--- config.mk ---
export PLATFORM = sky130hd
export DESIGN_NAME = reloj_ctrl
export DESIGN_NICKNAME = d
export VERILOG_FILES = /design/src/rtl/reloj_pkg.sv /design/src/rtl/reloj_debounce.sv /design/src/rtl/reloj_ctrl.sv
export SDC_FILE = /design/constraint.sdc
export NUM_CORES = 1
export LEC_CHECK = 0
export CAP_MARGIN = 20
export CORE_MARGIN = 2
export CORE_UTILIZATION = 45
export CTS_CLUSTER_DIAMETER = 120
export DETAILED_ROUTE_END_ITERATION = 8
export PLACE_DENSITY = 0.68
export REMOVE_ABC_BUFFERS = 1
export SYNTH_ARGS = -nofsm -noshare
export SYNTH_HDL_FRONTEND = slang
export SYNTH_SLANG_ARGS = --single-unit
--- constraint.sdc ---
create_clock -name clk -period 1.9 [get_ports clk]
set_clock_uncertainty 0.2 [all_clocks]
set_input_delay 0.285 -clock clk [delete_from_list [all_inputs] [get_ports clk]]
set_output_delay 0.285 -clock clk [all_outputs]
set_load 0.005 [all_outputs]
--- src/rtl/reloj_pkg.sv ---
// reloj_pkg: shared state encoding and defaults for the reloj stopwatch control slice.
package reloj_pkg;

  // Width of the control state encoding shown on the debug/LED port.
  localparam int ST_W = 2;

  // Default number of stable synchronised samples before a button level is accepted.
  localparam int DEB_CYCLES_DEFAULT = 16;

  // Control states; the encoding is visible on the state output.
  typedef enum logic [ST_W-1:0] {
    ST_IDLE  = 2'b00,
    ST_RUN   = 2'b01,
    ST_PAUSE = 2'b10,
    ST_LAP   = 2'b11
  } state_t;

endpackage

--- src/rtl/reloj_debounce.sv ---
// reloj_debounce: two-flop synchroniser, stability counter and press-edge detector
// for one raw push-button. A press is a single-cycle pulse on the debounced rising edge.
module reloj_debounce
  import reloj_pkg::*;
#(
  parameter int DEB_CYCLES = DEB_CYCLES_DEFAULT
) (
  input  logic clk,
  input  logic rst,
  input  logic din,
  output logic level,
  output logic press
);

  localparam int DEB_W = $clog2(DEB_CYCLES + 1);

  logic             r_sync1;
  logic             r_sync2;
  logic             r_level;
  logic             r_press;
  logic [DEB_W-1:0] r_count;

  // Bring the asynchronous button into the clock domain through two flops.
  always_ff @(posedge clk or negedge rst) begin
    if (!rst) begin
      r_sync1 <= 1'b0;
      r_sync2 <= 1'b0;
    end else begin
      r_sync1 <= din;
      r_sync2 <= r_sync1;
    end
  end

  // Count consecutive disagreeing samples; flip the level once the run is long enough.
  always_ff @(posedge clk or negedge rst) begin
    if (!rst) begin
      r_level <= 1'b0;
      r_count <= '0;
      r_press <= 1'b0;
    end else begin
      r_press <= 1'b0;
      if (r_sync2 == r_level) begin
        r_count <= '0;
      end else if (r_count == DEB_W'(DEB_CYCLES)) begin
        r_level <= ~r_level;
        r_count <= '0;
        r_press <= ~r_level;
      end else begin
        r_count <= r_count + DEB_W'(1);
      end
    end
  end

  assign level = r_level;
  assign press = r_press;

endmodule

--- src/rtl/reloj_ctrl.sv ---
// reloj_ctrl: button conditioning and run/clear/lap sequencing for the reloj timekeeper.
// Optional lap view is built only when RELOJ_CTRL_LAP_EN is defined; otherwise the
// reset/lap button is ignored while running and hold stays low.
module reloj_ctrl
  import reloj_pkg::*;
#(
  parameter int DEB_CYCLES = DEB_CYCLES_DEFAULT
) (
  input  logic            clk,
  input  logic            rst,
  input  logic            btn_ss,
  input  logic            btn_rst,
  output logic            run,
  output logic            clr,
  output logic            hold,
  output logic [ST_W-1:0] state
);

  logic   w_ssPress;
  logic   w_rsPress;
  logic   w_unusedSsLevel;
  logic   w_unusedRsLevel;
  state_t w_nextState;
  logic   w_clrEvent;

  state_t r_state;
  logic   r_run;
  logic   r_clr;
  logic   r_hold;

  reloj_debounce #(.DEB_CYCLES(DEB_CYCLES)) u_debSs (
    .clk   (clk),
    .rst   (rst),
    .din   (btn_ss),
    .level (w_unusedSsLevel),
    .press (w_ssPress)
  );

  reloj_debounce #(.DEB_CYCLES(DEB_CYCLES)) u_debRst (
    .clk   (clk),
    .rst   (rst),
    .din   (btn_rst),
    .level (w_unusedRsLevel),
    .press (w_rsPress)
  );

  // Next-state rule; a simultaneous press of both buttons is a hard clear to IDLE.
  function automatic state_t nextState(input state_t cur, input logic ss, input logic rs);
    state_t nxt;
    nxt = cur;
    if (ss && rs) begin
      nxt = ST_IDLE;
    end else if (ss) begin
      case (cur)
        ST_IDLE:  nxt = ST_RUN;
        ST_RUN:   nxt = ST_PAUSE;
        ST_PAUSE: nxt = ST_RUN;
        ST_LAP:   nxt = ST_PAUSE;
        default:  nxt = ST_IDLE;
      endcase
    end else if (rs) begin
      case (cur)
        ST_IDLE:  nxt = ST_IDLE;
`ifdef RELOJ_CTRL_LAP_EN
        ST_RUN:   nxt = ST_LAP;
`else
        ST_RUN:   nxt = ST_RUN;
`endif
        ST_PAUSE: nxt = ST_IDLE;
        ST_LAP:   nxt = ST_RUN;
        default:  nxt = ST_IDLE;
      endcase
    end
    return nxt;
  endfunction

  assign w_nextState = nextState(r_state, w_ssPress, w_rsPress);
  assign w_clrEvent  = (w_ssPress && w_rsPress) ||
                       (w_rsPress && ((r_state == ST_IDLE) || (r_state == ST_PAUSE)));

  // State register with outputs decoded from the next state so they change with it.
  always_ff @(posedge clk or negedge rst) begin
    if (!rst) begin
      r_state <= ST_IDLE;
      r_run   <= 1'b0;
      r_clr   <= 1'b0;
      r_hold  <= 1'b0;
    end else begin
      r_state <= w_nextState;
      r_run   <= (w_nextState == ST_RUN) || (w_nextState == ST_LAP);
      r_clr   <= w_clrEvent;
`ifdef RELOJ_CTRL_LAP_EN
      r_hold  <= (w_nextState == ST_LAP);
`else
      r_hold  <= 1'b0;
`endif
    end
  end

  assign run   = r_run;
  assign clr   = r_clr;
  assign hold  = r_hold;
  assign state = r_state;

endmodule

==> results.md, run 1 <==
- The area of combinational cells with multiple inputs is 330 sq um.
- The number of synthesized register bits is 21.
- The total of endpoints with negative setup slack in the final report is 0.
- The placer's final routability congestion estimate is 0.804.
- The number of cells on the worst reg-to-reg path is 4.
- The area fraction of the dominant cell type after synthesis is 0.591.
- The overall die height is 48.5 um.
- In this run the count of I/O pins placed on the die edge is 9.
- The count of inserted antenna diode cells is 0.
- In this run, synthesis inferred 0 flip-flops with an integrated enable.
- The H-tree depth is 1.
- Gates resized during post-CTS repair numbered 0.
- In the routed design, unresolved DRC markers number 0.
- The detailed-route wire length on metal 1 is 529 um.
- Input and output buffers added on the ports amount to 7.
- The post-detailed-routing wire length is 1130 um.
- The number of instances in the synthesized netlist is 68.
- The TritonCTS clock tree is built.
- Summing all placed instances gives a cell area of 986 sq um.
- The kind of start point of the critical path is a flip-flop.
- The final critical-path share of the clock period is 0.910.
- Of the cells placed in the final design, the portion with a size suffix greater than 1 is 0.128.
- The average instance area after synthesis is 13.1 sq um.
- Walking the worst path, the cells encountered are clkdlybuf4s50_1.
- The total of warnings raised by yosys is 0.
- Timing analysis after detailed placement gives a worst setup slack of 0.464 ns.
- The initialized floorplan defines 16 standard-cell rows.
- Signal routing reaches up to met3.
- The path class of the tightest hold or removal check is input port to async pin.
- The highest clock rate is 578 MHz.
- The commonest cells after synthesis are sky130_fd_sc_hd__dfrtp_1 (21), sky130_fd_sc_hd__nor2_1 (9), sky130_fd_sc_hd__inv_1 (5), sky130_fd_sc_hd__xor2_1 (5).
- The maximum clock path buffer count is 2.
- The die is 48.5 um wide.
- Summed over all nets, the half-perimeter wirelength after detailed placement is 845 um.
- The clock reaches the later pin of the worst-skew pair after 0.29 ns.
- The full die area is 2350 sq um.
- The cell area after layout is 1010 sq um.
- The arrival time of data at the critical path endpoint is 1.24 ns.
- The via count of the first global-routing pass is 519.
- The cell area that synthesis handed to floorplanning was 890 sq um.
- The routed layout has 493 vias.
- STA classifies the critical path endpoint as a primary output.
- In this run the remaining antenna-violating nets after routing total 0.
- The hold violation count in the final report is 0.
- Of all flip-flops after synthesis, the portion carrying an async set or reset was 1.00.
- The number of buffers added by the clock tree synthesis step is 3.
- The aggregate negative setup slack is 0 ns.
- Dividing total power by cell area gives a power density of 719 nW/um^2.
- The starting DRC count in detailed routing is 5.
- The count of unique library cells instantiated by Yosys is 18.
- The cell with the biggest individual delay on the critical path is sky130_fd_sc_hd__clkdlybuf4s50_1.
- The number of inserted filler cells in the final layout is 172.
- The logic depth of the worst setup path including buffers is 1.
- The routed length on met3 is 47 um.
- The setup check on the worst reg-to-reg path leaves a slack of 0.46 ns.
- The most used flip-flop cell after synthesis is sky130_fd_sc_hd__dfrtp_1.
- The wire length of the first global-routing pass is 2190 um.
- The count of non-filler cells in the finished layout is 105.
- The run finished with clean final reports.
- The setup slack of the critical path after layout is 0.170 ns.
- The clock transition time at the flip-flop clock pins of the worst setup and hold paths is 0.11 ns.
- The share of the core filled with cells in the final layout is 0.527.
- Including well taps, the total number of placed cells is 101.
- Dividing the detail-routed wire length by the instance count gives 10.8 um.
- The first TritonRoute pass finished after 4 iterations.
- The sequential cell area is 526 sq um.
- The count of pins over their slew limit was 0.
- The number of antenna violations at the first check in global routing is 0.
- The core footprint is 1920 sq um.
- The buffers plus inverters on the worst setup path is 1.
- The worst ir drop on vdd is 0.450 mV.
- Using the TritonRoute via totals, the vias-per-cell ratio works out to 4.70.
- The library cell with the highest instance count after synthesis is sky130_fd_sc_hd__dfrtp_1.
- By area the synthesized netlist is led by sky130_fd_sc_hd__dfrtp_1 (59%), sky130_fd_sc_hd__nand4bb_4 (6.2%), sky130_fd_sc_hd__ha_1 (5.6%).
- The initial cell density of the core is 0.463.
- The worst register-to-register path ends at u_debRst.level$_DFFE_PN0P_.
- From synthesis to final layout, the design area changed by 13.8%.
- The biggest fanout along the worst timing path is 6.
- The setup path with the least slack is of type flip-flop to primary output.
- The total overflow reported by the global router is 0.
- Entering global routing, the biggest net connects 22 pins.
- The clock net in this run drives a total of 21 sinks.
- The cell type with the highest aggregate area in the netlist is sky130_fd_sc_hd__dfrtp_1.
- The net count of the finished layout is 87.
- The post-synthesis sequential area ratio is 0.591.
- The top cell family by delay on the critical path is buffers and inverters.
- Across every metal layer, demand over resource in global routing totals 0.121.
- The tree is rooted in a sky130_fd_sc_hd__clkbuf_4.
- For this design the static power due to leakage is 0.468 nW.
- The post-route minimum period is 1.73 ns.
- In this design, the stage delay of the slowest critical-path cell is 0.53 ns.
- In this run the critical register-to-register path is launched from u_debRst.r_count[0]$_DFF_PN0_.
- The data required time of the critical path is 1.41 ns.
- Hold repair after CTS inserted 0 buffers.
- Setup repair after global routing left no endpoint under its margin.
- In the detailed route, the total length drawn on met2 is 556 um.
- The tool flagged a number of max-cap violations equal to 0.
- The number of setup buffers added after CTS is 0.
-- worst max-delay path by stage --
stage	slack, ns	endpoint	start
2_1_floorplan	0.52	u_debRst.level$_DFFE_PN0P_	u_debRst.r_count[0]$_DFF_PN0_
3_3_place_gp	0.49	u_debRst.level$_DFFE_PN0P_	u_debRst.r_count[0]$_DFF_PN0_
3_5_place_dp	0.46	u_debSs.level$_DFFE_PN0P_	u_debSs.r_count[0]$_DFF_PN0_
4_1_cts	0.14	state[0]	state[0]$_DFF_PN0_
5_1_grt	0.10	run	state[0]$_DFF_PN0_
6_report	0.17	state[0]	state[0]$_DFF_PN0_
-- report_power, final --
| part | switching [mW] | internal, mW | leakage [nW] |
|---|---|---|---|
| clock network | 0.121 | 0.0816 | 0.0150 |
| registers | 0.0126 | 0.461 | 0.279 |
| logic | 0.0266 | 0.0251 | 0.174 |
| total | 0.160 | 0.568 | 0.468 |
-- layer usage --
metal | global-route usage | vias up
met5 | 0 | -
met1 | 0.151 | 247
met3 | 0.0401 | 0
met4 | 0.0571 | 0
met2 | 0.192 | 9
li1 | - | 237
-- placed cells by master, fill, tap and decap left out --
cell type	instances
sky130_fd_sc_hd__nand4bb_4	2
sky130_fd_sc_hd__conb_1	1
sky130_fd_sc_hd__buf_4	1
sky130_fd_sc_hd__clkbuf_1	1
sky130_fd_sc_hd__a21boi_0	1
sky130_fd_sc_hd__nor2_1	9
sky130_fd_sc_hd__inv_1	5
sky130_fd_sc_hd__xnor2_1	3
sky130_fd_sc_hd__and3_2	1
sky130_fd_sc_hd__clkdlybuf4s50_1	7
sky130_fd_sc_hd__ha_1	4
sky130_fd_sc_hd__nand2_1	2
sky130_fd_sc_hd__mux2i_1	1
sky130_fd_sc_hd__nor3b_1	2
sky130_fd_sc_hd__nand3_1	4
sky130_fd_sc_hd__dfrtp_1	21
sky130_fd_sc_hd__mux2_2	2
sky130_fd_sc_hd__and2_1	2
sky130_fd_sc_hd__clkbuf_4	3
sky130_fd_sc_hd__xor2_1	5
sky130_fd_sc_hd__mux2_4	1
-- layout make-up --
class | instances | area share
sequential | 21 | 0.519
multi-input combinational | 40 | 0.326
timing repair buffer | 8 | 0.0766
tap | 27 | 0.0334
clock buffer | 4 | 0.0260
inverter | 5 | 0.0185
-- stage by stage --
stage	hold WS (ns)	power (mW)
after global routing	0.146	0.781
after global placement	0.132	0.532
after floorplan	-0.211	0.510
final	0.126	0.728
after CTS	0.126	0.746
after detailed placement	0.135	0.536
-- cell families after synthesis --
kind of cell,count (synthesis),share of synthesized area
simple gates,22,0.170
flops,21,0.591
xor+xnor,8,0.0788
buf+inv,7,0.0380
fa+ha+maj,4,0.0563
mux,4,0.0534
other cells,1,0.00422
compound gates,1,0.00844
(Power assumes the default switching activity.)
==> run 2: changes to the inputs <==
--- a/config.mk
+++ b/config.mk
@@ -10,8 +10,10 @@
 export CORE_UTILIZATION = 45
 export CTS_CLUSTER_DIAMETER = 120
 export DETAILED_ROUTE_END_ITERATION = 8
+export HOLD_SLACK_MARGIN = 0.12
 export PLACE_DENSITY = 0.68
 export REMOVE_ABC_BUFFERS = 1
 export SYNTH_ARGS = -nofsm -noshare
 export SYNTH_HDL_FRONTEND = slang
 export SYNTH_SLANG_ARGS = --single-unit
+export TNS_END_PERCENT = 1
==> results of run 2 <==
The final DEF is identical to that of run 1; final timing and power are the same.
==> run 3: changes to the inputs <==
--- a/config.mk
+++ b/config.mk
@@ -10,6 +10,7 @@
 export CORE_UTILIZATION = 45
 export CTS_CLUSTER_DIAMETER = 120
 export DETAILED_ROUTE_END_ITERATION = 8
+export GPL_ROUTABILITY_DRIVEN = 0
 export HOLD_SLACK_MARGIN = 0.12
 export PLACE_DENSITY = 0.68
 export REMOVE_ABC_BUFFERS = 1
==> results of run 3 <==
The final DEF is identical to that of run 1; final timing and power are the same.
